===== config.mk =====
export PLATFORM = sky130hd
export DESIGN_NAME = uart_tx_sched_flat
export DESIGN_NICKNAME = d
export VERILOG_FILES = /design/src/rtl/uart_tx_sched_if.sv /design/src/rtl/uart_tx_sched.sv /design/src/flat_wrapper.sv
export SDC_FILE = /design/constraint.sdc
export NUM_CORES = 1
export LEC_CHECK = 0
export CAP_MARGIN = 20
export CORE_ASPECT_RATIO = 1.4
export CORE_MARGIN = 8
export CORE_UTILIZATION = 54
export CTS_BUF_LIST = sky130_fd_sc_hd__clkbuf_16
export DETAILED_ROUTE_END_ITERATION = 8
export GPL_ROUTABILITY_DRIVEN = 1
export PLACE_DENSITY = 0.83
export SKIP_CTS_REPAIR_TIMING = 1
export SLEW_MARGIN = 20
export SYNTH_ARGS = -nofsm -noshare
export SYNTH_HDL_FRONTEND = slang
export SYNTH_SLANG_ARGS = --single-unit

===== constraint.sdc =====
create_clock -name CLK -period 4.03 [get_ports CLK]
set_input_delay 0.806 -clock CLK [delete_from_list [all_inputs] [get_ports CLK]]
set_output_delay 0.806 -clock CLK [all_outputs]
set_load 0.05 [all_outputs]

===== src/rtl/uart_tx_sched_if.sv =====
// uart_tx_sched_if: bundles the requester strobes, the transmitter
// handshake and the scheduler status flags into one interface.
// master = requester/transmitter side, slave = the scheduler itself.
interface uart_tx_sched_if #(
  parameter int DATA_WIDTH = 8,
  parameter int ALU_BYTES  = 2
);
  logic [DATA_WIDTH-1:0]           RF_RD_DATA;
  logic                            RF_RD_VLD;
  logic [ALU_BYTES*DATA_WIDTH-1:0] ALU_OUT;
  logic                            ALU_OUT_VLD;
  logic                            TX_BUSY;
  logic [DATA_WIDTH-1:0]           TX_P_DATA;
  logic                            TX_D_VALID;
  logic                            RF_FULL;
  logic                            ALU_FULL;
  logic                            OVF;

  modport master (
    output RF_RD_DATA, RF_RD_VLD, ALU_OUT, ALU_OUT_VLD, TX_BUSY,
    input  TX_P_DATA, TX_D_VALID, RF_FULL, ALU_FULL, OVF
  );

  modport slave (
    input  RF_RD_DATA, RF_RD_VLD, ALU_OUT, ALU_OUT_VLD, TX_BUSY,
    output TX_P_DATA, TX_D_VALID, RF_FULL, ALU_FULL, OVF
  );
endinterface


===== src/rtl/uart_tx_sched.sv =====
// uart_tx_sched: shares one UART transmitter between the register-file
// read path (single byte) and the ALU result path (multi-byte word, LSB
// first). One holding buffer per requester, an arbiter, and a handshake
// FSM that follows the transmitter busy flag to frame completion.
// Build option: define TX_SCHED_RR_EN for round-robin arbitration;
// without it RF has fixed priority over ALU.
module uart_tx_sched #(
  parameter int DATA_WIDTH   = 8,
  parameter int ALU_BYTES    = 2,
  parameter int BUSY_TIMEOUT = 15
) (
  input logic           CLK,
  input logic           rst,
  uart_tx_sched_if.slave bus
);

  localparam int ALU_W = ALU_BYTES * DATA_WIDTH;
  localparam int IDX_W = (ALU_BYTES > 1) ? $clog2(ALU_BYTES) : 1;
  localparam int CNT_W = $clog2(BUSY_TIMEOUT + 1);
  localparam logic [IDX_W-1:0] LAST_IDX = IDX_W'(ALU_BYTES - 1);
  localparam logic [CNT_W-1:0] TO_LAST  = CNT_W'(BUSY_TIMEOUT - 1);

  typedef enum logic [1:0] {
    IDLE    = 2'd0,
    LOAD    = 2'd1,
    WAIT_HI = 2'd2,
    WAIT_LO = 2'd3
  } state_t;

  typedef enum logic {
    GNT_RF  = 1'b0,
    GNT_ALU = 1'b1
  } gnt_t;

  state_t                state_q, state_d;
  gnt_t                  gnt_q, gnt_d;
  gnt_t                  arb_gnt;
  logic [IDX_W-1:0]      idx_q, idx_d;
  logic [CNT_W-1:0]      cnt_q, cnt_d;
  logic [DATA_WIDTH-1:0] rf_buf_q, rf_buf_d;
  logic                  rf_full_q, rf_full_d;
  logic [ALU_W-1:0]      alu_buf_q, alu_buf_d;
  logic                  alu_full_q, alu_full_d;
  logic                  ovf_q, ovf_d;
  logic                  tx_valid_q, tx_valid_d;
  logic [DATA_WIDTH-1:0] tx_data_q, tx_data_d;
  logic                  rf_rel, alu_rel;

`ifdef TX_SCHED_RR_EN
  gnt_t                  prio_q, prio_d;

  // Round-robin pick: contested grants go to whichever side holds priority.
  always_comb begin
    arb_gnt = GNT_RF;
    if (rf_full_q && alu_full_q) begin
      arb_gnt = prio_q;
    end else if (rf_full_q) begin
      arb_gnt = GNT_RF;
    end else begin
      arb_gnt = GNT_ALU;
    end
  end

  // Hand priority to the other requester once a grant completes.
  always_comb begin
    prio_d = prio_q;
    if (rf_rel) begin
      prio_d = GNT_ALU;
    end else if (alu_rel) begin
      prio_d = GNT_RF;
    end else begin
      prio_d = prio_q;
    end
  end

  // Priority pointer register, resets favouring RF.
  always_ff @(posedge CLK or negedge rst) begin
    if (!rst) begin
      prio_q <= GNT_RF;
    end else begin
      prio_q <= prio_d;
    end
  end
`else
  // Fixed priority pick: RF always wins a contested grant.
  always_comb begin
    arb_gnt = GNT_ALU;
    if (rf_full_q) begin
      arb_gnt = GNT_RF;
    end else begin
      arb_gnt = GNT_ALU;
    end
  end
`endif

  // Handshake FSM next-state: grant, issue, await busy rise, await busy fall.
  always_comb begin
    state_d = state_q;
    gnt_d   = gnt_q;
    idx_d   = idx_q;
    cnt_d   = cnt_q;
    rf_rel  = 1'b0;
    alu_rel = 1'b0;
    case (state_q)
      IDLE: begin
        if ((rf_full_q || alu_full_q) && !bus.TX_BUSY) begin
          state_d = LOAD;
          gnt_d   = arb_gnt;
          idx_d   = '0;
        end else begin
          state_d = IDLE;
        end
      end
      LOAD: begin
        state_d = WAIT_HI;
        cnt_d   = '0;
      end
      WAIT_HI: begin
        if (bus.TX_BUSY) begin
          state_d = WAIT_LO;
        end else if (cnt_q == TO_LAST) begin
          // Transmitter never picked the byte up: issue it again.
          state_d = LOAD;
        end else begin
          cnt_d = cnt_q + CNT_W'(1);
        end
      end
      WAIT_LO: begin
        if (!bus.TX_BUSY) begin
          if ((gnt_q == GNT_ALU) && (idx_q != LAST_IDX)) begin
            // Stay on the ALU word until every byte has gone out.
            idx_d   = idx_q + IDX_W'(1);
            state_d = LOAD;
          end else begin
            state_d = IDLE;
            if (gnt_q == GNT_RF) begin
              rf_rel = 1'b1;
            end else begin
              alu_rel = 1'b1;
            end
          end
        end else begin
          state_d = WAIT_LO;
        end
      end
      default: begin
        state_d = IDLE;
      end
    endcase
  end

  // Holding buffers: capture into an empty (or just-released) slot, else flag overflow.
  always_comb begin
    rf_buf_d   = rf_buf_q;
    rf_full_d  = rf_full_q;
    alu_buf_d  = alu_buf_q;
    alu_full_d = alu_full_q;
    ovf_d      = ovf_q;
    if (bus.RF_RD_VLD) begin
      if (!rf_full_q || rf_rel) begin
        rf_buf_d  = bus.RF_RD_DATA;
        rf_full_d = 1'b1;
      end else begin
        ovf_d = 1'b1;
      end
    end else if (rf_rel) begin
      rf_full_d = 1'b0;
    end else begin
      rf_full_d = rf_full_q;
    end
    if (bus.ALU_OUT_VLD) begin
      if (!alu_full_q || alu_rel) begin
        alu_buf_d  = bus.ALU_OUT;
        alu_full_d = 1'b1;
      end else begin
        ovf_d = 1'b1;
      end
    end else if (alu_rel) begin
      alu_full_d = 1'b0;
    end else begin
      alu_full_d = alu_full_q;
    end
  end

  // Registered transmitter outputs follow the state being entered.
  always_comb begin
    tx_valid_d = (state_d == LOAD);
    tx_data_d  = '0;
    if (state_d == IDLE) begin
      tx_data_d = '0;
    end else if (gnt_d == GNT_RF) begin
      tx_data_d = rf_buf_q;
    end else begin
      tx_data_d = alu_buf_q[int'(idx_d) * DATA_WIDTH +: DATA_WIDTH];
    end
  end

  // State, buffer and output registers.
  always_ff @(posedge CLK or negedge rst) begin
    if (!rst) begin
      state_q    <= IDLE;
      gnt_q      <= GNT_RF;
      idx_q      <= '0;
      cnt_q      <= '0;
      rf_buf_q   <= '0;
      rf_full_q  <= 1'b0;
      alu_buf_q  <= '0;
      alu_full_q <= 1'b0;
      ovf_q      <= 1'b0;
      tx_valid_q <= 1'b0;
      tx_data_q  <= '0;
    end else begin
      state_q    <= state_d;
      gnt_q      <= gnt_d;
      idx_q      <= idx_d;
      cnt_q      <= cnt_d;
      rf_buf_q   <= rf_buf_d;
      rf_full_q  <= rf_full_d;
      alu_buf_q  <= alu_buf_d;
      alu_full_q <= alu_full_d;
      ovf_q      <= ovf_d;
      tx_valid_q <= tx_valid_d;
      tx_data_q  <= tx_data_d;
    end
  end

  assign bus.TX_P_DATA  = tx_data_q;
  assign bus.TX_D_VALID = tx_valid_q;
  assign bus.RF_FULL    = rf_full_q;
  assign bus.ALU_FULL   = alu_full_q;
  assign bus.OVF        = ovf_q;

endmodule


===== src/flat_wrapper.sv =====
// flat-port wrapper written by rule: the top's interface ports become plain ports
module uart_tx_sched_flat 
#(
  parameter int DATA_WIDTH   = 8,
  parameter int ALU_BYTES    = 2,
  parameter int BUSY_TIMEOUT = 15
)
  (CLK, rst, bus_RF_RD_DATA, bus_RF_RD_VLD, bus_ALU_OUT, bus_ALU_OUT_VLD, bus_TX_BUSY, bus_TX_P_DATA, bus_TX_D_VALID, bus_RF_FULL, bus_ALU_FULL, bus_OVF);
  uart_tx_sched_if #(.DATA_WIDTH(DATA_WIDTH), .ALU_BYTES(ALU_BYTES)) bus_i ();
  input logic CLK;
  input logic rst;
  input wire logic [$bits(bus_i.RF_RD_DATA)-1:0] bus_RF_RD_DATA;
  input wire logic [$bits(bus_i.RF_RD_VLD)-1:0] bus_RF_RD_VLD;
  input wire logic [$bits(bus_i.ALU_OUT)-1:0] bus_ALU_OUT;
  input wire logic [$bits(bus_i.ALU_OUT_VLD)-1:0] bus_ALU_OUT_VLD;
  input wire logic [$bits(bus_i.TX_BUSY)-1:0] bus_TX_BUSY;
  output wire logic [$bits(bus_i.TX_P_DATA)-1:0] bus_TX_P_DATA;
  output wire logic [$bits(bus_i.TX_D_VALID)-1:0] bus_TX_D_VALID;
  output wire logic [$bits(bus_i.RF_FULL)-1:0] bus_RF_FULL;
  output wire logic [$bits(bus_i.ALU_FULL)-1:0] bus_ALU_FULL;
  output wire logic [$bits(bus_i.OVF)-1:0] bus_OVF;
  assign bus_i.RF_RD_DATA = bus_RF_RD_DATA;
  assign bus_i.RF_RD_VLD = bus_RF_RD_VLD;
  assign bus_i.ALU_OUT = bus_ALU_OUT;
  assign bus_i.ALU_OUT_VLD = bus_ALU_OUT_VLD;
  assign bus_i.TX_BUSY = bus_TX_BUSY;
  assign bus_TX_P_DATA = bus_i.TX_P_DATA;
  assign bus_TX_D_VALID = bus_i.TX_D_VALID;
  assign bus_RF_FULL = bus_i.RF_FULL;
  assign bus_ALU_FULL = bus_i.ALU_FULL;
  assign bus_OVF = bus_i.OVF;
  uart_tx_sched #(.DATA_WIDTH(DATA_WIDTH), .ALU_BYTES(ALU_BYTES), .BUSY_TIMEOUT(BUSY_TIMEOUT)) u_core (.CLK(CLK), .rst(rst), .bus(bus_i));
endmodule

==> results.json <==
{
  "tightest_slew_ns": 0.9414,
  "p_comb_share_pct": 39.7,
  "synth_area_leaders": "dfrtp_1 (55%), mux2_2 (14%), ha_1 (3.8%), a311oi_1 (3.5%), nand3_1 (3.3%)",
  "synth_top_cell_by_area": "dfrtp_1",
  "nNetsFinal": 242,
  "critPathMaxFanout": 16,
  "synth_edf_count": 0,
  "vias_per_cell": 5.932,
  "grt_max_degree": 45,
  "crit_arrival_ns": 2.89,
  "avgSynthCellArea_sq_um": 12.13,
  "netlist_area_sq_um": 2001,
  "avgRoutedWirePerCell_microns": 18.35,
  "placed_area_sq_um": 2409,
  "synth.most_common_cell": "dfrtp_1",
  "whs_ns": 0.4900,
  "ir_worst_vdd_v": 0.0004097,
  "multi_input_area_sq_um": 829.5,
  "use_met2_pct": 30.72,
  "clock_latency_ns": 0.28,
  "ys_seq_elements": 44,
  "grt_pass1_wl_mm": 7.693,
  "skew_ns": 0.003853,
  "synth_top_cells_by_count": "dfrtp_1 (44), mux2_2 (24), nand3_1 (13), o21ai_0 (13), nor2_1 (11)",
  "rows": 26,
  "gp_congestion": 0.8232,
  "setup_viol_count_final": 0,
  "drt_wl_total_mm": 4.569,
  "top_usage_layer": "met2",
  "grt_util_met1_pct": 18.00,
  "rsz0062_at_grt": "false",
  "drv_cap": 0,
  "syn_nets": 200,
  "p_leak_uw": 0.001126,
  "drt_iter0_drc": 100,
  "drive_gt1_share_pct": 15.46,
  "relSlewSlack_pct": 37.24,
  "power.total_uw": 1797,
  "critPathLaunchType": "primary input",
  "die-area_sq_um": 5937,
  "ys_seq_area_share_pct": 55.03,
  "slew_viol_final": 0,
  "io_pins": 41,
  "port_buffers": 40,
  "num-fill-cells": 273,
  "period_share_pct": 67.60,
  "p_per_area_nw_per_um2": 707.3,
  "crit_path_end_kind": "flip-flop",
  "yosys_warnings": 0,
  "p_sw_share_pct": 36.94,
  "fin_setup_tns_ns": 0,
  "h-tree-depth": 2,
  "drc": 0,
  "place_ws_ns": 1.024,
  "cts_tree": "built",
  "critical_path_class": "primary input to flip-flop",
  "core-area_sq_um": 3611,
  "firstDrtPassIters": 4,
  "grt_usage_pct": 17.16,
  "antenna_found_initial": 0,
  "area_growth_pct": 27.02,
  "diodes": 0,
  "via_count": 1477,
  "met3_usage_pct": 3.329,
  "fmax_mhz": 367.1,
  "grt-ovfl-total": 0,
  "power.internal_uw": 1133,
  "dp_hpwl_mm": 3.470,
  "synth_cells": 165,
  "root_buffer": "clkbuf_16",
  "die_x_microns": 67.45,
  "cts_buffers": 5,
  "start_util_pct": 55.41,
  "clockPowerShare_pct": 20.6,
  "status": "complete, no violations",
  "design_area_sq_um": 2541,
  "finalHoldViolCount": 0,
  "setup_ws_ns": 1.306,
  "synth_top_area_share_pct": 55.03,
  "final-seq-area_sq_um": 1101,
  "clk_pin_slew_ns": 0.06,
  "min_period_ns": 2.724,
  "ys.flop_type": "dfrtp_1",
  "synthArstFlopShare_pct": 100.0,
  "min_path_type": "flip-flop to flip-flop",
  "dieHeight_microns": 88.02,
  "clock_path_buffers": 2,
  "ant_nets": 0,
  "clock-sinks": 44,
  "grt_pass1_vias": 1646,
  "p_sw_uw": 664.0,
  "seqPwrFrac_pct": 39.7,
  "synth_cell_types": 33,
  "worst_ep_required_time_ns": 4.20
}
[area by class of cell]
| type | count | share of cell area (%) |
|---|---|---|
| Clock inverter | 2 | 0.2954 |
| Inverter | 8 | 1.182 |
| Clock buffer | 5 | 4.924 |
| Sequential cell | 44 | 43.33 |
| Multi-Input combinational cell | 108 | 32.64 |
| Tap cell | 42 | 2.068 |
| Timing Repair Buffer | 40 | 15.56 |
[path summary, 6_finish.rpt]
check / slack [ns] / cells after the start / from / end
worst max-delay path: 1.31 / 5 / bus_TX_BUSY / u_core.alu_buf_q[4]$_DFFE_PN0P_
worst min-delay path: 0.49 / 2 / u_core.bus.OVF$_DFF_PN0_ / u_core.bus.OVF$_DFF_PN0_
worst max register to register: 1.85 / 6 / u_core.state_q[0]$_DFF_PN0_ / u_core.bus.TX_P_DATA[7]$_DFF_PN0_
worst min register to register: 0.49 / 2 / u_core.bus.OVF$_DFF_PN0_ / u_core.bus.OVF$_DFF_PN0_
max in group asynchronous: 2.77 / 1 / rst / u_core.cnt_q[0]$_DFFE_PN0P_
min in group asynchronous: 0.67 / 1 / rst / u_core.state_q[0]$_DFF_PN0_
[flip-flops by register name (all words and copies together), names as in the netlist]
name                   cells
u_core.cnt_q               4
u_core.state_q             2
u_core.alu_buf_q          16
u_core.bus.RF_FULL         1
u_core.bus.TX_P_DATA       8
u_core.bus.TX_D_VALID      1
u_core.bus.OVF             1
u_core.bus.ALU_FULL        1
u_core.idx_q               1
u_core.gnt_q               1
u_core.rf_buf_q            8
[layout by cell type, fill, tap and decap left out, types with 2 or more instances in the layout]
cell type        instances
nand3_1                 13
clkdlybuf4s50_1         39
nor2_1                  11
a311oi_1                 8
nor2b_1                  2
mux2_2                  24
ha_1                     6
inv_1                    8
xor2_1                   2
o21ai_0                 13
clkbuf_16                5
o211a_1                  2
dfrtp_1                 44
nand2b_1                 3
nand2_1                  6
clkinv_1                 2
and2_1                   2
[power by group through the flow]
| stage | combinational, uW | clock (uW) | sequential, uW |
|---|---|---|---|
| 3_3_place_gp | 679 | 0 | 707 |
| 2_1_floorplan | 395 | 0 | 808 |
| 6_report | 714 | 370 | 713 |
| 4_1_cts | 716 | 374 | 713 |
| 5_1_grt | 775 | 395 | 732 |
| 3_5_place_dp | 714 | 0 | 719 |
[layer usage]
metal / vias to the layer above / routed length (microns)
met3: 15 / 216
met1: 721 / 1619
li1: 688 / -
met4: 0 / 129
met5: - / 0
met2: 53 / 2602
[stage by stage]
| step | instances | utilization [%] |
|---|---|---|
| after floorplan | 165 | - |
| after global placement | 242 | 66.70 |
| after detailed placement | 242 | 66.70 |
| after CTS | 249 | 70.37 |
| after global routing | 249 | 70.37 |
| final | 249 | 70.37 |
[critical path: stages]
cell and delay [ns]:
clkdlybuf4s50_1 0.58, nand2b_1 0.26, o21ai_1 0.23, and2_1 0.61, mux2_2 0.41
[cell families (layout without fill, tap and decap cells)]
group           count (synthesis)  count (layout)  share of synthesized area [%]
compound gates                 34              34                          13.01
xor+xnor                        2               2                         0.8757
fa+ha+maj                       6               6                          3.752
buf+inv                        13              55                          3.502
flops                          44              44                          55.03
mux                            24              24                          13.51
simple gates                   42              42                          10.32
Power figures use the tool's default switching activity.
